### src/rtl/mem_arbiter.sv
// Byte-serial arbiter owning the RAM port: MEM loads/stores beat instruction fetches,
// each access is split into byte cycles and reassembled little-endian.
module mem_arbiter #(
   parameter int ADDR_WIDTH = 32
) (
   input  logic                  clk,
   input  logic                  rst,
   input  logic                  rdy,
   input  logic                  if_req,
   input  logic [ADDR_WIDTH-1:0] if_addr,
   input  logic                  if_abort,
   output logic                  if_done,
   output logic [31:0]           if_data,
   input  logic                  mem_req,
   input  logic                  mem_we,
   input  logic [1:0]            mem_size,
   input  logic [ADDR_WIDTH-1:0] mem_addr,
   input  logic [31:0]           mem_wdata,
   output logic                  mem_done,
   output logic [31:0]           mem_rdata,
   input  logic [7:0]            ram_din,
   output logic [7:0]            ram_dout,
   output logic [ADDR_WIDTH-1:0] ram_a,
   output logic                  ram_wr
);

   typedef enum logic [1:0] {IDLE, READ, WRITE, DONE} state_t;
   typedef enum logic {OWN_IF, OWN_MEM} owner_t;

   state_t                state;
   owner_t                owner;
   logic [ADDR_WIDTH-1:0] base_addr;
   logic [2:0]            len;
   logic [2:0]            cnt;
   logic [31:0]           wdata_q;
   logic [31:0]           rbuf;
   logic                  wr_q;

   logic [2:0]            edge_k;
   logic [2:0]            mem_len;
   logic [31:0]           rbuf_next;
   logic [7:0]            wbyte;
   logic [ADDR_WIDTH-1:0] next_addr;

   // cnt is cleared at the grant edge, so the edge being processed is E(cnt+1).
   assign edge_k    = cnt + 3'd1;
   assign next_addr = base_addr + ADDR_WIDTH'(edge_k);
   assign ram_wr    = wr_q & rdy;

   always_comb begin
      mem_len = 3'd4;
      case (mem_size)
         2'b00:   mem_len = 3'd1;
         2'b01:   mem_len = 3'd2;
         default: mem_len = 3'd4;
      endcase
   end

   // RAM data lags its address by one cycle, so edge Ek captures byte k-2.
   always_comb begin
      rbuf_next = rbuf;
      case (edge_k)
         3'd2:    rbuf_next[7:0]   = ram_din;
         3'd3:    rbuf_next[15:8]  = ram_din;
         3'd4:    rbuf_next[23:16] = ram_din;
         3'd5:    rbuf_next[31:24] = ram_din;
         default: rbuf_next = rbuf;
      endcase
   end

   always_comb begin
      wbyte = wdata_q[7:0];
      case (edge_k[1:0])
         2'd1:    wbyte = wdata_q[15:8];
         2'd2:    wbyte = wdata_q[23:16];
         2'd3:    wbyte = wdata_q[31:24];
         default: wbyte = wdata_q[7:0];
      endcase
   end

   always_ff @(posedge clk or posedge rst) begin
      if (rst) begin
         state     <= IDLE;
         owner     <= OWN_IF;
         base_addr <= '0;
         len       <= 3'd0;
         cnt       <= 3'd0;
         wdata_q   <= 32'h0;
         rbuf      <= 32'h0;
         wr_q      <= 1'b0;
         ram_a     <= '0;
         ram_dout  <= 8'h00;
         if_done   <= 1'b0;
         if_data   <= 32'h0;
         mem_done  <= 1'b0;
         mem_rdata <= 32'h0;
      end else if (rdy) begin
         case (state)
            IDLE: begin
               cnt  <= 3'd0;
               rbuf <= 32'h0;
               wr_q <= 1'b0;
               if (mem_req) begin
                  owner     <= OWN_MEM;
                  base_addr <= mem_addr;
                  len       <= mem_len;
                  wdata_q   <= mem_wdata;
                  ram_a     <= mem_addr;
                  if (mem_we) begin
                     state    <= WRITE;
                     ram_dout <= mem_wdata[7:0];
                     wr_q     <= 1'b1;
                  end else begin
                     state <= READ;
                  end
               end else if (if_req) begin
                  owner     <= OWN_IF;
                  base_addr <= if_addr;
                  len       <= 3'd4;
                  ram_a     <= if_addr;
                  state     <= READ;
               end
            end
            READ: begin
               if (owner == OWN_IF && if_abort) begin
                  state <= IDLE;
               end else begin
                  if (edge_k < len)
                     ram_a <= next_addr;
                  rbuf <= rbuf_next;
                  cnt  <= edge_k;
                  if (edge_k == len + 3'd1) begin
                     state <= DONE;
                     if (owner == OWN_IF) begin
                        if_done <= 1'b1;
                        if_data <= rbuf_next;
                     end else begin
                        mem_done  <= 1'b1;
                        mem_rdata <= rbuf_next;
                     end
                  end
               end
            end
            WRITE: begin
               cnt <= edge_k;
               if (edge_k < len) begin
                  ram_a    <= next_addr;
                  ram_dout <= wbyte;
               end else begin
                  wr_q     <= 1'b0;
                  state    <= DONE;
                  mem_done <= 1'b1;
               end
            end
            DONE: begin
               if_done  <= 1'b0;
               mem_done <= 1'b0;
               state    <= IDLE;
            end
            default: state <= IDLE;
         endcase
      end
   end

endmodule

### config.mk
export PLATFORM = sky130hd
export DESIGN_NAME = mem_arbiter
export DESIGN_NICKNAME = d
export VERILOG_FILES = /design/src/rtl/mem_arbiter.sv
export SDC_FILE = /design/constraint.sdc
export NUM_CORES = 1
export LEC_CHECK = 0
export BUFFER_PORTS_ARGS = -buffer_cell sky130_fd_sc_hd__buf_4
export CORE_ASPECT_RATIO = 2
export CORE_UTILIZATION = 59
export CTS_CLUSTER_SIZE = 25
export DETAILED_ROUTE_END_ITERATION = 7
export PLACE_DENSITY = 0.86
export SETUP_SLACK_MARGIN = 0.05
export SLEW_MARGIN = 20
export SYNTH_ARGS = -nofsm -noshare
export SYNTH_HDL_FRONTEND = slang
export SYNTH_SLANG_ARGS = --single-unit
### constraint.sdc
create_clock -name clk -period 11.6 [get_ports clk]
set_input_delay 0.58 -clock clk [delete_from_list [all_inputs] [get_ports clk]]
set_output_delay 0.58 -clock clk [all_outputs]
set_load 0.005 [all_outputs]
# Word-level counts from Yosys, hierarchy flattened
# Cells that the tools add are included.
[word_totals]
regBits = 212
in_bits = 113
output_inout_bits = 107
elab_cells = 107
[classes]
n_addsub = 3
n_lt_le_gt_ge = 1
eq_ne = 22
muxes = 43
n_bitwise = 3
reduce_logical = 21
[ops]
columns = ["cell", "count"]
rows = [
  ["two-way mux 32 bit", 5],
  ["one-hot mux 32 bit (3 select lines)", 1],
  ["one-hot mux 32 bit (2 select lines)", 1],
  ["two-way mux 8 bit", 7],
  ["adder 32 x 3 -> 32 bit", 1],
  ["one-hot mux 8 bit (3 select lines)", 1],
  ["AND reduction 5 bit", 4],
  ["inequality test 2 bit (second input constant)", 8],
  ["one-hot mux 8 bit (2 select lines)", 1],
  ["AND reduction 3 bit", 5],
  ["two-way mux 1 bit", 12],
  ["two-way mux 2 bit", 6],
  ["two-way mux 3 bit", 3],
  ["one-hot mux 3 bit (3 select lines)", 1],
  ["equality test 2 bit (second input constant)", 4],
  ["one-hot mux 2 bit (4 select lines)", 1],
  ["AND reduction 4 bit", 2],
  ["nonzero test 2 bit", 4],
  ["adder 3 x 1 -> 3 bit (second input constant)", 2],
  ["equality test 2 x 1 -> 1 bit (second input constant)", 3],
  ["equality test 3 x 2 -> 1 bit (second input constant)", 2],
  ["equality test 3 bit (second input constant)", 2],
  ["inequality test 3 bit (second input constant)", 2],
  ["one-hot mux 3 bit (2 select lines)", 1],
  ["other kinds (10)", 14],
]

# Longest topological paths before layout
# Gate-level depths: netlist of the first run.
[depth]
depth_word = 5
mapped_depth = 12
ltp_nobuf = 9

# Worst setup path after synthesis of the first run
# Ideal clock, no wire load.
[synth_timing]
path_type = "reg-to-reg"
start = "reg cnt[0]"
end = "reg ram_a[29]"
t_arrival_ps = 2902
required_ps = 11531
slack_ps = 8629
path_stages_with_launch = 12
n_path_buf = 2
period_less_slack_ps = 2971
cell_sequence = "dfrtp_1 -> ha_1 -> ha_1 -> buf_2 -> inv_1 -> ha_1 -> and3b_1 -> or2_1 -> or3_1 -> buf_2 -> or4_1 -> nand3_1"
[synth_via]
elab_chain_len = 5
elab_cells_between_ends = 6
[synth_lines]
columns = ["item", "line", "source"]
rows = [
  ["start, declared", "34", "logic [2:0] cnt;"],
  ["start signal, assigned", "131", "cnt <= edge_k;"],
  ["start signal, assigned", "145", "cnt <= edge_k;"],
  ["adder 3 x 1 -> 3 bit (*)", "46", "assign edge_k = cnt + 3'd1;"],
  ["adder 32 x 3 -> 32 bit / less-than comparator 3 bit (equally long branches)", "47, 128, 146", ""],
  ["two-way mux 32 bit (*)", "128, 146", ""],
  ["two-way mux 32 bit", "125", "if (owner == OWN_IF && if_abort) begin"],
  ["one-hot mux 32 bit (3 select lines) (*)", "98", "case (state)"],
  ["end signal, assigned", "108", "ram_a <= mem_addr;"],
  ["end signal, assigned", "129", "ram_a <= next_addr;"],
  ["end signal, assigned", "147", "ram_a <= next_addr;"],
  ["end, declared", "23", "output logic [ADDR_WIDTH-1:0] ram_a,"],
]
# Mark *: on every way between the ends. The rest lies on a longest branch, timed or not. The select of a mux whose other input is x is not followed.
# A chain may end at the register's enable or synchronous reset.

# Worst setup path after layout of the first run
# Ends and elaborated chain as after synthesis.

==> impl_metrics.toml, run 1 <==
[setup_path]
cp_slowest_cell = "or3_1"
end_kind = "flop"
required_ns = 12.02
r2r-start = "cnt[0]$_DFFE_PP0P_"
ff2ff_setup_slack_ns = 7.94
worstSetupStartpointType = "flop"
startpoint = "cnt[0]$_DFFE_PP0P_"
cpMostUsedCell = "ha_1"
crit_path_max_fanout = 19
critPathMaxStageDelay_ns = 0.66
cpLargestDelayFamily = "simple AND/OR/NAND/NOR gates"
crit_chain = "ha_1 -> ha_1 -> inv_1 -> ha_1 -> and3b_1 -> or2_1 -> or3_1 -> or4_1 -> nand3_1"
critPathKind = "reg2reg"
path_buf_inv = 1
cp.arrival_ns = 4.08
rr_worst_depth = 9
reg2reg_to = "ram_a[29]$_DFFE_PP0P_"

[cts]
cts_resized = 0
post_cts_buffers = 0
cts_num_sinks = 212
clockRootBuffer = "clkbuf_16"
clk_pin_slew_ns = 0.07
cts_tree = "done"
clock_path_buffers = 3
cts_max_level = 1
cts_buffers = 19
hold_buffers = 0
clkLatencyLatePin_ns = 0.49

[yosys]
synth_nets = 1072
synth_top_area_share_pct = 52.9
yosysWarnings = 0
ys_seq_area_share_pct = 52.9
yosysTopAreaCell = "dfrtp_1"
synth_area_leaders = "dfrtp_1 (53%), mux2i_1 (6.6%), mux2_2 (5.6%)"
netlist_area_sq_um = 10000
synth_edf_count = 0
synth_ff_type = "dfrtp_1"
ys_ff_latch = 212
synth_cell_types = 63
synth_cells = 940
async_reset_ff_share_pct = 100
avgSynthCellArea_sq_um = 10.7

[timing]
fin_skew_ns = 0.00952
holdWs_ns = 0.261
min_period_ns = 3.66
setup_viol = 0
slew_headroom_pct = 23.4
maxSlewViolCount = 0
worst_pin_slew_ns = 1.15
hold_viol_final = 0
fin_crit_sh_pct = 31.6
max_freq_mhz = 273
finalSetupTns_ns = 0
grt_setup_unrepaired = "no"

[drt]
first_pass_iters = 5
num_vias = 8025
wl_per_cell_microns = 19.5
drc = 0
viasPerCell = 5.96
ant_nets = 0
drt_iter0_drc = 449
wl_microns = 26200

[floorplanning]
boundaryPins = 220
die_y_microns = 186
start_util_pct = 60.1
fp.dieW_microns = 94.2
die_area_sq_um = 17600
rows = 67
coreArea_sq_um = 16700

[placed_design]
port_buffers = 219
hpwl_microns = 19000
gp_congestion = 0.962
dp_cells = 1311

[global_route]
grt_max_degree = 146
grt_overflow = 0
grt.total_usage_pct = 30.8
antenna_found_initial = 1
grtUsageMet1_pct = 33.0
grt_pass1_wl_microns = 42200
grt-busiest-layer = "met2"
use_met2_pct = 55.7
grt_pass1_vias = 8404
use_met3_pct = 3.18

[finish]
layout.nets = 1258
synthToLayoutAreaGrowth_pct = 23.4
fin_cells = 1346
drive_above_1_share_pct = 28.6

[job]
max_cap_violations = 0

[outcome]
status = "completed"

[power_and_ir_drop]
power_density_nw_per_um2 = 253
p_leak_uw = 0.00587
power_uw = 3130
peakVddDrop_mv = 0.165

[min_path]
worstHoldPathType = "in2async"
==> where the power goes <==
group	switching, uW	internal [uW]
combinational	653	596
sequential	225	1030
clock	273	355
total	1150	1980
==> Yosys cell counts (4+ instances only) <==
master,instances
o31ai_1,4
or3_1,7
a22oi_1,9
nor4_1,4
or2_1,4
o21ai_1,8
mux2_2,50
nor4_2,4
and2_1,5
xor2_1,4
o211ai_1,10
inv_1,23
a21o_1,5
nor3_1,9
mux2i_1,66
nor2_1,58
o2111ai_1,4
ha_1,18
nand2_1,112
a21oi_1,51
a22o_1,34
a222oi_1,8
clkbuf_1,36
xnor2_1,21
o21ai_0,83
buf_2,11
nand3_1,16
buf_1,13
dfrtp_1,212
==> state kept, by name, indices dropped and copies added, names as in the netlist <==
signal     cells
base_addr     32
cnt            3
if_data       32
if_done        1
len            3
mem_done       1
mem_rdata     32
owner          1
ram_a         32
ram_dout       8
rbuf          32
state          2
wdata_q       32
wr_q           1
==> logic make-up (layout without fill, tap and decap cells) <==
group,count (synthesis),after routing,share of synthesized area (%)
AND/OR/NAND/NOR,252,252,12.1
AO/OA/AOI/OAI,232,232,14.7
flip-flops,212,212,52.9
multiplexers,116,116,12.2
buffers and inverters,83,281,3.24
XOR/XNOR,26,26,2.42
adder cells (fa/ha/maj),19,19,2.44
other,0,1,0
==> stage by stage <==
step / util, % / instance area, sq um / worst slack [ns]
after floorplan: - / 10000 / 5.23
after global placement: 70.4 / 11700 / 8.06
after detailed placement: 70.4 / 11700 / 7.98
after CTS: 74.1 / 12400 / 7.96
after global routing: 74.2 / 12400 / 7.74
final: 74.2 / 12400 / 7.94
==> area by class of cell <==
class | instances | area [sq um]
Timing Repair Buffer | 225 | 1690
Inverter | 23 | 93.8
Sequential cell | 212 | 5310
Antenna cell | 1 | 2.50
Fill cell | 1182 | 4310
Clock buffer | 30 | 597
Multi-Input combinational cell | 645 | 4410
Tap cell | 207 | 259
Clock inverter | 3 | 23.8
==> layer usage <==
layer / vias to the layer above / share of wire, %
li1: 3724 / -
met1: 3887 / 34
met2: 306 / 55
met3: 108 / 4.3
met4: 0 / 6.6
met5: - / 0
==> how the worst max path moves through the flow <==
stage / end / slack, ns / depth (start not counted)
final: ram_a[29]$_DFFE_PP0P_ / 7.94 / 9
after global routing: ram_a[29]$_DFFE_PP0P_ / 7.74 / 6
after CTS: ram_a[29]$_DFFE_PP0P_ / 7.96 / 9
after detailed placement: ram_a[29]$_DFFE_PP0P_ / 7.98 / 9
after global placement: ram_a[29]$_DFFE_PP0P_ / 8.06 / 9
after floorplan: base_addr[0]$_DFFE_PP0P_ / 5.23 / 1
==> cell usage in the layout (no fill, tap or decap), types with 3 or more instances in the layout <==
master,instances
buf_4,225
dfrtp_1,212
nand2_1,112
o21ai_0,83
mux2i_1,66
nor2_1,58
a21oi_1,51
mux2_2,50
a22o_1,34
inv_1,22
xnor2_1,21
clkbuf_16,19
ha_1,18
nand3_1,16
o211ai_1,10
a22oi_1,9
nor3_1,9
o21ai_1,8
a222oi_1,8
clkbuf_8,8
or3_1,7
and2_1,5
nor4_2,4
o2111ai_1,4
o31ai_1,4
nor4_1,4
xor2_1,4
a21o_1,4
o221ai_1,3
nor3b_1,3
or2_2,3
nand2b_1,3
nand4_1,3
or2_1,3
or4_4,3
clkbuf_1,3
No activity file was read; power rests on OpenSTA's default activity.
==> run 2: changes to the inputs <==
--- a/config.mk
+++ b/config.mk
@@ -5,12 +5,13 @@
 export SDC_FILE = /design/constraint.sdc
 export NUM_CORES = 1
 export LEC_CHECK = 0
+export ABC_AREA = 1
 export BUFFER_PORTS_ARGS = -buffer_cell sky130_fd_sc_hd__buf_4
 export CORE_ASPECT_RATIO = 2
-export CORE_UTILIZATION = 59
+export CORE_UTILIZATION = 55
 export CTS_CLUSTER_SIZE = 25
 export DETAILED_ROUTE_END_ITERATION = 7
-export PLACE_DENSITY = 0.86
+export PLACE_DENSITY = 0.8
 export SETUP_SLACK_MARGIN = 0.05
 export SLEW_MARGIN = 20
 export SYNTH_ARGS = -nofsm -noshare
==> constraint.sdc (replaced) <==
create_clock -name clk -period 3.4 [get_ports clk]
set_input_delay 0.17 -clock clk [delete_from_list [all_inputs] [get_ports clk]]
set_output_delay 0.17 -clock clk [all_outputs]
set_load 0.005 [all_outputs]
==> run 2 against run 1 <==
Combinational power rose to 4.1 times the previous value. Critical endpoint is now len[0]$_DFFE_PP0P_. Maximum frequency up 27%. Worst setup slack worse by 7.4 ns. Highest routed layer unchanged. Largest cell class unchanged.
==> impl_metrics.toml, run 2 <==
[placed_design]
hpwl_microns = 21400
port_buffers = 219
gp_congestion = 0.983

[cts]
clk_pin_slew_ns = 0.07
hold_buffers = 44
clock_path_buffers = 3
cts_resized = 0
clkLatencyLatePin_ns = 0.49
cts_num_sinks = 212
cts_buffers = 20
clockRootBuffer = "clkbuf_16"
post_cts_buffers = 0
cts_max_level = 1
cts_tree = "done"

[min_path]
worstHoldPathType = "in2reg"
hold_depth = 5
hp-start = "mem_addr[28]"
whs_endpoint = "base_addr[28]$_DFFE_PP0P_"

[yosys]
avgSynthCellArea_sq_um = 7.64
async_reset_ff_share_pct = 100
ys_top_cells_by_count = "nand2_1 (531), dfrtp_1 (212), inv_1 (133)"
synth_edf_count = 0
yosysMostFrequentCell = "nand2_1"
synth_ff_type = "dfrtp_1"
synth_cell_types = 41
ys_ff_latch = 212
synth_nets = 1513
ys_seq_area_share_pct = 50.2
synth_cells = 1381
netlist_area_sq_um = 10600
yosysWarnings = 0
synth_area_leaders = "dfrtp_1 (50%), nand2_1 (19%), inv_1 (4.7%)"
yosysTopAreaCell = "dfrtp_1"
synth_top_area_share_pct = 50.2

[power_and_ir_drop]
internal_power_uw = 6960
power_density_nw_per_um2 = 873
power_uw = 11700
swShare_pct = 40.7
peakVddDrop_mv = 0.525
netSwitchingPower_uw = 4780
clockPowerShare_pct = 20.2
p_leak_uw = 0.00684
seq_power_share_pct = 36.1
combinationalPowerShare_pct = 43.7

[setup_path]
end_kind = "flop"
crit_chain = "inv_1 -> ha_1 -> nand2_1 -> nor2_2 -> clkinv_1 -> o31ai_1 -> dlygate4sd3_1"
ff2ff_setup_slack_ns = 0.51
crit_path_max_fanout = 27
cp.arrival_ns = 3.31
rr_worst_depth = 7
critPathMaxStageDelay_ns = 0.62
reg2reg_to = "len[0]$_DFFE_PP0P_"
worstSetupStartpointType = "flop"
cp_slowest_cell = "clkinv_1"
critPathKind = "reg2reg"
required_ns = 3.83
r2r-start = "state[0]$_DFFE_PP0P_"

[timing]
finalSetupTns_ns = 0
grt_setup_unrepaired = "no"
slew_headroom_pct = 36.0
fin_crit_sh_pct = 84.9
min_period_ns = 2.89
setup_viol = 0
max_freq_mhz = 347
hold_viol_final = 0
fin_skew_ns = 0.00960
worst_pin_slew_ns = 0.960
maxSlewViolCount = 0

[floorplanning]
die_area_sq_um = 19800
coreArea_sq_um = 18800
die_y_microns = 198
start_util_pct = 56.1
rows = 71
boundaryPins = 220
fp.dieW_microns = 100

[global_route]
grt_pass1_wl_microns = 47900
grt.total_usage_pct = 31.1
antenna_found_initial = 0
grt_max_degree = 170
grt_pass1_vias = 10000
grt_overflow = 0

[finish]
drive_above_1_share_pct = 17.5
layout.nets = 1747
synthToLayoutAreaGrowth_pct = 27.4
n_antenna_cell = 0
final_common_cell = "nand2_1"
fill_cells = 1533
final_cell_mix = "nand2_1 (531), buf_4 (229), dfrtp_1 (212)"

[outcome]
status = "completed"

[drt]
ant_nets = 0
first_pass_iters = 5
wl_per_cell_microns = 16.2
viasPerCell = 5.31
wl_microns = 30500
drc = 0
drt_iter0_drc = 415
num_vias = 9995

[job]
max_cap_violations = 0
[run 2: cell types whose count changed in the layout (fill, tap and decap cells not counted), sizes merged, moves of 35 or more]
cell         delta
nand3          +48
o21ai          +66
mux2i          -65
mux2           -50
nand2         +420
dlygate4sd3    +44
inv           +113
nor2           +35
[run 2: power by group through the flow]
stage	sequential (uW)	combinational, uW	clock [uW]
after global placement	4220	4860	0
after floorplan	4090	3290	0
after global routing	4320	5750	2490
after detailed placement	4240	5000	0
final	4240	5130	2370
after CTS	4220	5120	2380
[run 2: cells by family (layout without fill, tap and decap cells)]
logic type	count (synthesis)	in the layout	synth area share, %
AO/OA/AOI/OAI	239	239	12.2
XOR/XNOR	5	5	0.415
adder cells (fa/ha/maj)	19	19	2.32
buffers and inverters	200	446	7.76
flip-flops	212	212	50.2
multiplexers	1	1	0.0948
AND/OR/NAND/NOR	705	705	26.9
[run 2: how the worst max path moves through the flow]
stage / from / to / cells after the start
after floorplan: rst / base_addr[0]$_DFFE_PP0P_ / 1
after global placement: cnt[0]$_DFFE_PP0P_ / ram_a[0]$_DFFE_PP0P_ / 11
after detailed placement: cnt[0]$_DFFE_PP0P_ / ram_a[5]$_DFFE_PP0P_ / 11
after CTS: state[0]$_DFFE_PP0P_ / len[0]$_DFFE_PP0P_ / 7
after global routing: state[0]$_DFFE_PP0P_ / len[0]$_DFFE_PP0P_ / 7
final: state[0]$_DFFE_PP0P_ / len[0]$_DFFE_PP0P_ / 7
[run 2: per-stage QoR]
| stage | worst slack [ns] | cell area, sq um | util, % | hold WS (ns) | cells |
|---|---|---|---|---|---|
| final | 0.515 | 13500 | 71.4 | 0.00819 | 1882 |
| after global routing | 0.240 | 13500 | 71.4 | 0.0266 | 1882 |
| after CTS | 0.544 | 13500 | 71.4 | 0.00277 | 1882 |
| after detailed placement | 0.624 | 12300 | 65.4 | 0.375 | 1804 |
| after global placement | 0.710 | 12300 | 65.4 | 0.363 | 1804 |
| after floorplan | 0.474 | 10600 | - | 0.268 | 1381 |
[run 2: cell type report]
| class | count | area (sq um) | share of cell area, % |
|---|---|---|---|
| flip-flops and latches | 212 | 5310 | 39.4 |
| multi-input cells | 969 | 4440 | 33.0 |
| repair buffers | 274 | 2180 | 16.2 |
| clock buffers | 26 | 564 | 4.19 |
| inverters | 138 | 522 | 3.88 |
| well taps | 255 | 319 | 2.37 |
| clock inverters | 8 | 125 | 0.930 |
[run 2: worst max-delay path: cells and delay by family (launching register included)]
kind                     cells  cell delay, ns
AND/OR/NAND/NOR              2            0.29
flip-flops                   1            0.45
adder cells (fa/ha/maj)      1            0.24
AO/OA/AOI/OAI                1            0.45
buffers and inverters        3            1.39
[run 2: per-layer routing]
metal  track usage, %  routed length [microns]
met1             30.1                    10200
met4             21.8                     2230
met5                0                        0
met3             3.92                     1320
met2             59.1                    16700
==> run 3: changes to the inputs <==
--- a/config.mk
+++ b/config.mk
@@ -8,10 +8,10 @@
 export ABC_AREA = 1
 export BUFFER_PORTS_ARGS = -buffer_cell sky130_fd_sc_hd__buf_4
 export CORE_ASPECT_RATIO = 2
-export CORE_UTILIZATION = 55
+export CORE_UTILIZATION = 50
 export CTS_CLUSTER_SIZE = 25
 export DETAILED_ROUTE_END_ITERATION = 7
-export PLACE_DENSITY = 0.8
+export PLACE_DENSITY = 0.77
 export SETUP_SLACK_MARGIN = 0.05
 export SLEW_MARGIN = 20
 export SYNTH_ARGS = -nofsm -noshare
==> constraint.sdc (replaced) <==
create_clock -name clk -period 2.4 [get_ports clk]
set_input_delay 0.12 -clock clk [delete_from_list [all_inputs] [get_ports clk]]
set_output_delay 0.12 -clock clk [all_outputs]
set_load 0.005 [all_outputs]
==> run 3 against run 2 <==
Count of clock-buffer cells in the layout shrank 4. The run now ends with hold timing left. Combinational power grew 58%. Sequential power grew 42%. Global-route usage shrank 1.3 points. Utilization shrank 1.5 points. Highest routed layer unchanged. Via count grew 3.5%.
==> impl_metrics.toml, run 3 (synthesis gave the netlist of run 2 again) <==
[cts]
cts_max_level = 1
clkLatencyLatePin_ns = 0.50
cts_buffers = 19
clk_pin_slew_ns = 0.07
clock_path_buffers = 3
cts_num_sinks = 212
cts_tree = "done"
clockRootBuffer = "clkbuf_16"

[placed_design]
port_buffers = 219
placedInstanceArea_sq_um = 12600
gp_congestion = 0.948
hpwl_microns = 22300

[floorplanning]
rows = 74
die_y_microns = 208
start_util_pct = 51.4
die_area_sq_um = 21700
coreArea_sq_um = 20600
fp.dieW_microns = 105
boundaryPins = 220

[global_route]
grt_pass1_wl_microns = 51400
grt_overflow = 0
grt_pass1_vias = 10600
grt_max_degree = 65
grt.total_usage_pct = 29.8
antenna_found_initial = 2

[finish]
fill_cells = 1635
layout.nets = 1822
final_common_cell = "nand2_1"
final_cell_mix = "nand2_1 (526), buf_4 (257), dfrtp_1 (210)"
fin_area_sq_um = 14400
synthToLayoutAreaGrowth_pct = 36.1
drive_above_1_share_pct = 20.5

[timing]
min_period_ns = 2.25
hold_viol_final = 1
fin_crit_sh_pct = 93.7
setup_viol = 0
fin_skew_ns = 0.0152
holdWs_ns = -0.000141
maxSlewViolCount = 0
slew_headroom_pct = 53.8
max_freq_mhz = 445
worst_pin_slew_ns = 0.691
grt_setup_unrepaired = "no"

[setup_path]
crit_chain = "inv_2 -> ha_2 -> nand2_1 -> nor2_2 -> clkinv_1 -> buf_4 -> o31ai_1 -> dlygate4sd3_1"
critPathMaxStageDelay_ns = 0.59
required_ns = 2.82
critPathKind = "reg2reg"
worstSetupStartpointType = "flop"
cp.arrival_ns = 2.67
cp_slowest_cell = "dlygate4sd3_1"
crit_path_max_fanout = 27
end_kind = "flop"

[drt]
ant_nets = 0
wl_per_cell_microns = 16.3
wl_microns = 32000
drt_iter0_drc = 563
num_vias = 10300
viasPerCell = 5.25
drc = 0
first_pass_iters = 8

[power_and_ir_drop]
swShare_pct = 40.4
p_leak_uw = 0.00723
peakVddDrop_mv = 0.685
internal_power_uw = 10400
combinationalPowerShare_pct = 46.4
seq_power_share_pct = 34.3
clockPowerShare_pct = 19.3
power_density_nw_per_um2 = 1220
netSwitchingPower_uw = 7080

[min_path]
worstHoldPathType = "in2reg"

[job]
max_cap_violations = 0

[outcome]
status = "complete, but fails checks"
violations = "hold timing"
-- run 3: cell count changes in the layout (fill, tap and decap cells not counted), sizes merged, moves of 2 or more --
| cell | before | now |
|---|---|---|
| buf | 230 | 267 |
| clkbuf | 26 | 23 |
| clkinvlp | 2 | 4 |
| diode | 0 | 2 |
| dlygate4sd3 | 44 | 82 |
-- run 3: cell type report --
class / count / area, sq um / area share [%]
repair buffers: 350 / 2960 / 20.6
diodes: 2 / 5.00 / 0.0348
flip-flops and latches: 212 / 5310 / 36.9
multi-input cells: 969 / 4550 / 31.6
clock buffers: 22 / 507 / 3.53
clock inverters: 12 / 186 / 1.30
inverters: 138 / 527 / 3.67
well taps: 266 / 333 / 2.32
-- run 3: timing repair --
action,in CTS,in global routing
gates cloned,0,1
pin swaps,0,9
endpoints found under the setup margin,16,42
hold endpoints to repair,90,0
hold buffers,82,0
setup buffers,0,7
resized for setup,5,35
-- run 3: final timing paths --
check                                        start                   endpoint  slack, ns  depth (start not counted)
setup / recovery              state[0]$_DFFE_PP0P_         len[0]$_DFFE_PP0P_       0.15                          8
hold / removal                         if_addr[31]  base_addr[31]$_DFFE_PP0P_    -0.0001                          5
setup reg to reg              state[0]$_DFFE_PP0P_         len[0]$_DFFE_PP0P_       0.15                          8
hold reg to reg            wdata_q[12]$_DFFE_PP0P_    wdata_q[12]$_DFFE_PP0P_       0.47                          2
max in group asynchronous                      rst  mem_rdata[26]$_DFFE_PP0P_       1.39                          4
min in group asynchronous                      rst     if_data[5]$_DFFE_PP0P_       0.30                          3
-- run 3: critical path, delay by kind of cell, from the launching register on --
| kind | cells | cell delay, ns |
|---|---|---|
| adder cells (fa/ha/maj) | 1 | 0.21 |
| flip-flops | 1 | 0.45 |
| buffers and inverters | 4 | 1.01 |
| AND/OR/NAND/NOR | 2 | 0.27 |
| AO/OA/AOI/OAI | 1 | 0.24 |
-- run 3: power groups by stage --
stage | Sequential (uW) | Clock, uW | Combinational, uW
floorplan | 5800 | 0 | 4660
global route | 6160 | 3560 | 9070
detailed placement | 6010 | 0 | 7460
CTS | 5980 | 3420 | 7730
finish | 6010 | 3380 | 8130
global placement | 6000 | 0 | 7240
-- run 3: through the flow --
step | TNS, ns | setup slack [ns] | total power [uW] | util (%) | instances
2_1_floorplan | -100.95 | -0.476 | 10500 | - | 1381
3_3_place_gp | 0 | 0.0602 | 13200 | 61.4 | 1845
3_5_place_dp | -0.0318 | -0.0257 | 13500 | 61.4 | 1845
4_1_cts | 0 | 0.0109 | 17100 | 68.9 | 1961
5_1_grt | 0 | 0.0228 | 18800 | 69.9 | 1971
6_report | 0 | 0.152 | 17500 | 69.9 | 1971
-- run 3: layer usage --
| layer | vias to the layer above | track usage, % | wire length, microns | share of wire, % |
|---|---|---|---|---|
| met3 | 128 | 3.33 | 1260 | 3.9 |
| met5 | - | 0 | 0 | 0 |
| li1 | 5000 | - | - | - |
| met4 | 0 | 19.4 | 2220 | 6.9 |
| met1 | 4832 | 29.5 | 10600 | 33 |
| met2 | 389 | 57.2 | 17900 | 56 |
